--- config.mk ---
export PLATFORM = sky130hd
export DESIGN_NAME = cache_ctrl_wb
export DESIGN_NICKNAME = d
export VERILOG_FILES = /design/src/rtl/cache_ctrl_wb.sv
export SDC_FILE = /design/constraint.sdc
export NUM_CORES = 1
export LEC_CHECK = 0
export CAP_MARGIN = 10
export CELL_PAD_IN_SITES_DETAIL_PLACEMENT = 0
export CELL_PAD_IN_SITES_GLOBAL_PLACEMENT = 1
export CORE_MARGIN = 3
export CORE_UTILIZATION = 58
export DETAILED_ROUTE_END_ITERATION = 16
export DONT_BUFFER_PORTS = 1
export PLACE_DENSITY_LB_ADDON = 0.25
export SLEW_MARGIN = 40
export SYNTH_ARGS = -nofsm -noshare
export SYNTH_HDL_FRONTEND = slang
export SYNTH_SLANG_ARGS = --single-unit
--- constraint.sdc ---
create_clock -name clk -period 11.16 [get_ports clk]
set_input_delay 1.674 -clock clk [delete_from_list [all_inputs] [get_ports clk]]
set_output_delay 1.674 -clock clk [all_outputs]
set_load 0.05 [all_outputs]
--- src/rtl/cache_ctrl_wb.sv ---
// Write-back, write-allocate controller for a direct-mapped, one-word-per-line cache.
// Optional hit/miss statistics counters are built when CACHE_STATS_EN is defined.
module cache_ctrl_wb #(
    parameter int LINES  = 8,
    parameter int TAG_W  = 26,
    parameter int DATA_W = 32
) (
    input  logic              clk,
    input  logic              reset,
    input  logic              cpu_req,
    input  logic              cpu_we,
    input  logic [31:0]       cpu_addr,
    input  logic [DATA_W-1:0] cpu_wdata,
    output logic              cpu_ready,
    output logic              cpu_valid,
    output logic [DATA_W-1:0] cpu_rdata,
    output logic              mem_req,
    output logic              mem_we,
    output logic [31:0]       mem_addr,
    output logic [DATA_W-1:0] mem_wdata,
    input  logic [DATA_W-1:0] mem_rdata,
    input  logic              mem_ack,
    output logic [15:0]       hit_cnt,
    output logic [15:0]       miss_cnt
);
    localparam int IDX_W = $clog2(LINES);

    typedef enum logic [1:0] {IDLE, COMPARE, WRITEBACK, REFILL} state_t;
    state_t state, state_nx;

    logic [TAG_W-1:0]  tag_mem  [LINES];
    logic [DATA_W-1:0] data_mem [LINES];
    logic [LINES-1:0]  valid, dirty;

    logic              req_we;
    logic [31:3]       req_addr;
    logic [DATA_W-1:0] req_wdata;
    logic [DATA_W-1:0] rdata_q;

    logic [IDX_W-1:0]  idx;
    logic [TAG_W-1:0]  req_tag;
    logic              hit, ack;

    logic              mem_req_nx, mem_we_nx;
    logic [31:0]       mem_addr_nx;
    logic [DATA_W-1:0] mem_wdata_nx;

    logic unused_bits;
    assign unused_bits = ^cpu_addr[2:0];

    assign idx     = req_addr[IDX_W+2:3];
    assign req_tag = req_addr[31:IDX_W+3];
    assign hit     = valid[idx] && (tag_mem[idx] == req_tag);
    assign ack     = mem_ack && mem_req;

    // Completion is reported combinationally in COMPARE so a hit answers one cycle after accept.
    assign cpu_ready = (state == IDLE) && !reset;
    assign cpu_valid = (state == COMPARE) && hit && !reset;
    assign cpu_rdata = (cpu_valid && !req_we) ? data_mem[idx] : rdata_q;

    always_ff @(posedge clk) begin
        if (reset) state <= IDLE;
        else       state <= state_nx;
    end

    always_comb begin
        state_nx     = state;
        mem_req_nx   = mem_req;
        mem_we_nx    = mem_we;
        mem_addr_nx  = mem_addr;
        mem_wdata_nx = mem_wdata;
        case (state)
            IDLE: begin
                if (cpu_req) state_nx = COMPARE;
            end
            COMPARE: begin
                if (hit) begin
                    state_nx = IDLE;
                end else if (valid[idx] && dirty[idx]) begin
                    state_nx     = WRITEBACK;
                    mem_req_nx   = 1'b1;
                    mem_we_nx    = 1'b1;
                    mem_addr_nx  = {tag_mem[idx], idx, 3'b000};
                    mem_wdata_nx = data_mem[idx];
                end else begin
                    state_nx    = REFILL;
                    mem_req_nx  = 1'b1;
                    mem_we_nx   = 1'b0;
                    mem_addr_nx = {req_tag, idx, 3'b000};
                end
            end
            WRITEBACK: begin
                if (ack) begin
                    state_nx    = REFILL;
                    mem_we_nx   = 1'b0;
                    mem_addr_nx = {req_tag, idx, 3'b000};
                end
            end
            REFILL: begin
                if (ack) begin
                    state_nx   = COMPARE;
                    mem_req_nx = 1'b0;
                end
            end
            default: state_nx = IDLE;
        endcase
    end

    always_ff @(posedge clk) begin
        if (reset) begin
            valid     <= '0;
            dirty     <= '0;
            rdata_q   <= '0;
            mem_req   <= 1'b0;
            mem_we    <= 1'b0;
            mem_addr  <= '0;
            mem_wdata <= '0;
        end else begin
            mem_req   <= mem_req_nx;
            mem_we    <= mem_we_nx;
            mem_addr  <= mem_addr_nx;
            mem_wdata <= mem_wdata_nx;
            case (state)
                IDLE: begin
                    if (cpu_req) begin
                        req_we    <= cpu_we;
                        req_addr  <= cpu_addr[31:3];
                        req_wdata <= cpu_wdata;
                    end
                end
                COMPARE: begin
                    if (hit) begin
                        if (req_we) begin
                            data_mem[idx] <= req_wdata;
                            dirty[idx]    <= 1'b1;
                        end else begin
                            rdata_q <= data_mem[idx];
                        end
                    end
                end
                WRITEBACK: begin
                    if (ack) dirty[idx] <= 1'b0;
                end
                REFILL: begin
                    if (ack) begin
                        data_mem[idx] <= mem_rdata;
                        tag_mem[idx]  <= req_tag;
                        valid[idx]    <= 1'b1;
                        dirty[idx]    <= 1'b0;
                    end
                end
                default: ;
            endcase
        end
    end

`ifdef CACHE_STATS_EN
    logic refilled;
    logic [15:0] hit_q, miss_q;

    // The re-compare after a refill is neither a hit nor a second miss.
    always_ff @(posedge clk) begin
        if (reset) begin
            refilled <= 1'b0;
            hit_q    <= '0;
            miss_q   <= '0;
        end else begin
            if (state == IDLE && cpu_req) refilled <= 1'b0;
            if (state == REFILL && ack)   refilled <= 1'b1;
            if (state == COMPARE && !refilled) begin
                if (hit) begin
                    if (hit_q != 16'hFFFF) hit_q <= hit_q + 16'd1;
                end else begin
                    if (miss_q != 16'hFFFF) miss_q <= miss_q + 16'd1;
                end
            end
        end
    end

    assign hit_cnt  = hit_q;
    assign miss_cnt = miss_q;
`else
    assign hit_cnt  = '0;
    assign miss_cnt = '0;
`endif
endmodule

### Yosys cells after proc, flatten, opt, wreduce, memory -nomap -nowiden

Memory sizes are Yosys's and may differ from the RTL's. A register that Yosys moved wholly into a read port is not among the register bits.
Cells that the tools add are included.

* $lt $le $gt $ge: 2
* eq/ne operators: 11
* muxes and demuxes: 39
* bitwise gates (word level): 8
* reductions and logical operators: 23

Operators by type and width (count)
* $mux W32: 5
* $pmux W32 S2: 1
* $eq A26 B26 Y1: 1
* $mux W8: 3
* $reduce_and A3 Y1: 6
* $mux W1: 17
* $or A8 B8 Y8: 2
* $pmux W8 S2: 1
* $ne A2 B2 Y1 const B: 6
* $and A8 B8 Y8: 1
* $logic_and A1 B1 Y1: 8
* $mux W2: 4
* $not A8 Y8: 1
* $pmux W2 S4: 1
* $bmux W1 S3: 2
* $mux W3: 2
* $reduce_bool A2 Y1: 3
* $eq A2 B2 Y1 const B: 2
* $lt A3 B4 Y1 const B: 1
* $pmux W1 S2: 2
* $reduce_and A4 Y1: 1
* $demux W1 S3: 1
* $ge A3 B1 Y1 const B: 1
* $not A1 Y1: 3
* other kinds (7): 8

* register bits after elaboration: 178
* memory bits (writable): 464
* input bits: 101
* output and inout bits: 132
* word-level logic and storage cells: 96
* memories: 2

Memories
* data_mem: depth 8, bits a word 32, rd ports 1, clocked after memory_dff 1, wr ports 1, line 32 `logic [DATA_W-1:0] data_mem [LINES];`
* tag_mem: depth 8, bits a word 26, rd ports 1, clocked after memory_dff 1, wr ports 1, line 31 `logic [TAG_W-1:0] tag_mem [LINES];`

### Longest topological paths before layout

* depth in word-level cells: 8
* mapped depth: 15
* mapped depth without buffers: 8

### Worst setup path after synthesis

OpenSTA, ideal clock, no wires.

* path type: flip-flop to output port
* start: register with a tool-made name
* end: output port cpu_rdata[10]
* arrival time: 3.478 ns
* required time: 9.486 ns
* slack: 6.008 ns
* cell stages (with the launch flop): 14
* buffers on the path: 5
* cells stage by stage: dfxtp_1 -> buf_6 -> buf_6 -> buf_6 -> mux4_2 -> mux2i_4 -> xnor2_1 -> nor3b_1 -> and4bb_1 -> nand4_1 -> or4_1 -> buf_2 -> buf_6 -> mux2i_1

RTL lines
* end: declaration: line 16 `output logic [DATA_W-1:0] cpu_rdata,`

==> results_tabular.tex <==
\begin{tabular}{lr}
\hline
Metric & Value \\
\hline
\multicolumn{2}{l}{\textbf{Status}} \\
Run status & finished clean \\
\multicolumn{2}{l}{\textbf{Synth}} \\
Gate count after technology mapping & 1,590 \\
Number of distinct library cells after synthesis & 59 \\
Count of flip-flops with a built-in enable after synthesis & around 530 \\
Number of warning messages in the yosys log & 0 \\
Share of the synthesized area in the top cell type & 0.607 \\
Synthesis-stage register bit count & 642 \\
Count leader, synth & edfxtp\_1 \\
Cells taking the most area after synthesis & edfxtp\_1 (61\%), dfxtp\_1 (8.9\%), mux4\_2 (8.1\%) \\
Cell area after technology mapping & 26,000 µm² \\
Async S/R FF share, synth & 0 \\
Share of synthesized area occupied by flip-flops and latches & 0.696 \\
Syn Area/Cell & 16.4 µm² \\
Cell accounting for the most synthesized area & edfxtp\_1 \\
Synth cell count leaders & edfxtp\_1 (526), mux2i\_1 (133), dfxtp\_1 (116) \\
Most used DFF post-synth & edfxtp\_1 \\
\multicolumn{2}{l}{\textbf{Timing}} \\
Final total negative setup slack & 0 ps \\
Worst Tran Pin Value & 843 ps \\
Max Clock Freq & 133 MHz \\
Headroom to the max-slew limit & 0.438 \\
Clk\_skew & about 30 ps \\
Final worst-path cycle share & 0.672 \\
Number of slew-limit violations in the final report & 0 \\
Final min period & between 7000 and 8000 ps \\
Endpoints failing setup & 0 \\
Endpoints failing hold & 0 \\
Unrepaired setup endpoints after global routing & no \\
\multicolumn{2}{l}{\textbf{Clocking}} \\
Cts repair resizes & 0 \\
\# hold bufs at CTS & 0 \\
TritonCTS clock tree & yes \\
Clock latency of the later-clocked register in the worst-skew pair & roughly 600 ps \\
Root Driver & clkbuf\_16 \\
Sinks on Clock Net & 642 \\
\# Post-CTS Setup Buffers & 0 \\
Clk slew on worst S/H paths & 60 ps \\
Buffer levels on the longest clock path & 3 \\
Clock buffer count from CTS & 66 \\
H-tree depth & 3 \\
\multicolumn{2}{l}{\textbf{Die}} \\
Floorplan die width & 218 µm \\
Area inside the core boundary & 43,600 µm² \\
Overall die height & $\sim$220 µm \\
Number of placement rows & 76 \\
DIE AREA & about 47,000 µm² \\
Initial standard-cell utilization of the core & 0.596 \\
I/O pin total & roughly 230 \\
\multicolumn{2}{l}{\textbf{Placed design}} \\
Count of buffers inserted at the top-level ports & 0 \\
Half-perimeter wire length of the detailed placement result & 33,700 µm \\
Area post-placement & roughly 27,000 µm² \\
Placer congestion estimate & roughly 0.8 \\
\multicolumn{2}{l}{\textbf{GRT}} \\
Total global-route track usage & 0.246 \\
Grt total ovfl & 0 \\
Pin count of the biggest net entering global routing & between 100 and 150 \\
Antenna violations before repair & 0 \\
First-pass GRT wire length & $\sim$87,000 µm \\
Vias in the first global route & 14,000 \\
\multicolumn{2}{l}{\textbf{Setup path}} \\
Path type of the worst setup path & flop to output pin \\
Critical path arrival & 5830 ps \\
Cell type of the slowest stage on the worst timing path & or4\_2 \\
Worst Setup Start Kind & flop \\
Critical Path Most Common Cell & buf\_4 \\
Largest stage delay on the critical path & between 700 and 800 ps \\
Critical Path, Cell by Cell & buf\_4 > nor2b\_1 > a22o\_1 > nor3\_1 > nor4\_1 > and4bb\_1 > nand4\_1 > or4\_2 > buf\_4 > mux2i\_2 \\
Required @ worst endpoint & 9490 ps \\
Critical Path End Type & output pin \\
Worst Path Max Fanout & 32 \\
\multicolumn{2}{l}{\textbf{Final layout}} \\
Fillers & 2,997 \\
Fraction of layout instances using a drive strength above 1 & 0.194 \\
Antenna cell count & 0 \\
Design area & approximately 29,000 µm² \\
Post-synthesis to final-layout area growth & 10.2\% \\
Nets & 1,688 \\
\multicolumn{2}{l}{\textbf{Hold path}} \\
Classification of the worst-slack hold path & flop to flop \\
\multicolumn{2}{l}{\textbf{Route}} \\
Overall routed net length & 57,800 µm \\
Routed vias & 14,000 \\
Number of design rule violations left after detail routing & 0 \\
Number of design-rule violations left by the first detailed-router iteration & 1,300 \\
Number of vias per cell after detailed routing & about 6.3 \\
Routed WL per cell & 26.1 µm \\
Drt pass-1 iters & 5 \\
Count of antenna-violating nets left after detailed routing & 0 \\
\multicolumn{2}{l}{\textbf{Power}} \\
Pwr dens & $\sim$200 nW/µm² \\
Leakage component of the power & around 9.3 nW \\
IR Drop Worst-Case VDD & 0.138 mV \\
\multicolumn{2}{l}{\textbf{Job}} \\
Reported max-cap violation count & 0 \\
\hline
\end{tabular}
-- critical path, delay by kind of cell, from the launching register on --
family / cells / cell delay [ps]
buffers and inverters: 2 / 940
AOI/OAI and AO/OA: 1 / 270
muxes: 1 / 750
and+or+nand+nor: 6 / 2580
DFF: 1 / 620
-- where the power goes --
group,total (mW),switching (mW),internal [mW]
sequential,2.87,0.193,2.67
clock,2.09,0.867,1.23
combinational,0.666,0.422,0.244
-- kinds of logic (layout without fill, tap and decap cells) --
| logic type | after synthesis | in the layout | synth area share |
|---|---|---|---|
| multiplexers | 263 | 263 | 0.149 |
| XOR/XNOR | 12 | 12 | 0.00404 |
| AO/OA/AOI/OAI | 286 | 286 | 0.0707 |
| other | 1 | 35 | 0.000144 |
| AND/OR/NAND/NOR | 196 | 196 | 0.0418 |
| adder cells (fa/ha/maj) | 4 | 4 | 0.00192 |
| buffers and inverters | 186 | 194 | 0.0364 |
| flip-flops | 642 | 642 | 0.696 |
-- placed cells by master, fill, tap and decap left out, types with 5 or more instances in the layout --
cell / instances
o41ai_1: 6
bufinv_16: 5
a21oi_1: 103
mux4_2: 94
mux2i_2: 31
conb_1: 35
a211oi_1: 14
clkbuf_16: 67
a311oi_1: 32
nand4_1: 11
nor2_2: 9
clkinv_1: 13
edfxtp_1: 526
o21ai_0: 46
nand2b_1: 5
nor2_1: 18
buf_4: 33
nand2_1: 21
o31ai_1: 8
o21ai_1: 13
a22o_1: 19
a21o_1: 10
inv_1: 39
nor3_1: 23
o21a_1: 7
clkinv_2: 10
nand3_1: 17
nor2b_1: 13
mux2i_1: 102
dfxtp_1: 113
o311a_1: 5
xnor2_1: 9
or3_1: 43
clkbuf_1: 19
nor2_4: 10
mux2_2: 35
-- final timing paths --
path / slack [ps] / depth (start not counted) / endpoint / start
worst max-delay path: 3660 / 10 / cpu_rdata[11] / flop
worst min-delay path: 450 / 1 / valid[5] / valid[5]
worst max register to register: 5620 / 11 / data_mem[6][5] / flop
worst min register to register: 450 / 1 / valid[5] / valid[5]
-- cell type report --
| type | count | area (µm²) | share of cell area |
|---|---|---|---|
| timing repair buffer | 36 | 299 | 0.0104 |
| clock inverter | 30 | 275 | 0.00960 |
| multi-input combinational | 796 | 7330 | 0.256 |
| sequential | 642 | 18100 | 0.632 |
| tap | 585 | 732 | 0.0255 |
| clock buffer | 87 | 1760 | 0.0614 |
| inverter | 41 | 155 | 0.00541 |
-- state kept, by name, indices dropped and copies added, names as in the netlist, named ones only --
| signal | flops |
|---|---|
| req_wdata | 32 |
| rdata_q | 32 |
| mem_req | 1 |
| mem_addr | 29 |
| state | 2 |
| mem_we | 1 |
| req_addr | 29 |
| data_mem | 256 |
| valid | 8 |
| mem_wdata | 32 |
| tag_mem | 208 |
| req_we | 1 |
-- stage by stage --
step           setup slack, ps   util  total power [mW]  hold slack, ps  cells
6_report                  3660  0.657              5.63             453   2217
5_1_grt                   3410  0.657              5.83             464   2217
4_1_cts                   3710  0.656              5.67             452   2215
3_5_place_dp              4350  0.610              3.58             438   2098
3_3_place_gp              3890  0.606              3.56             429   2097
2_1_floorplan             6010      -              3.41             421   1624
-- layer usage --
metal,part of all wire,up-vias,track usage,routed length (µm)
li1,-,6209,-,-
met3,0.070,90,0.0552,4060
met2,0.50,509,0.401,28600
met1,0.41,7143,0.343,23900
met5,0,-,0,0
met4,0.020,0,0.0646,1150
No activity file was read; power rests on OpenSTA's default activity.
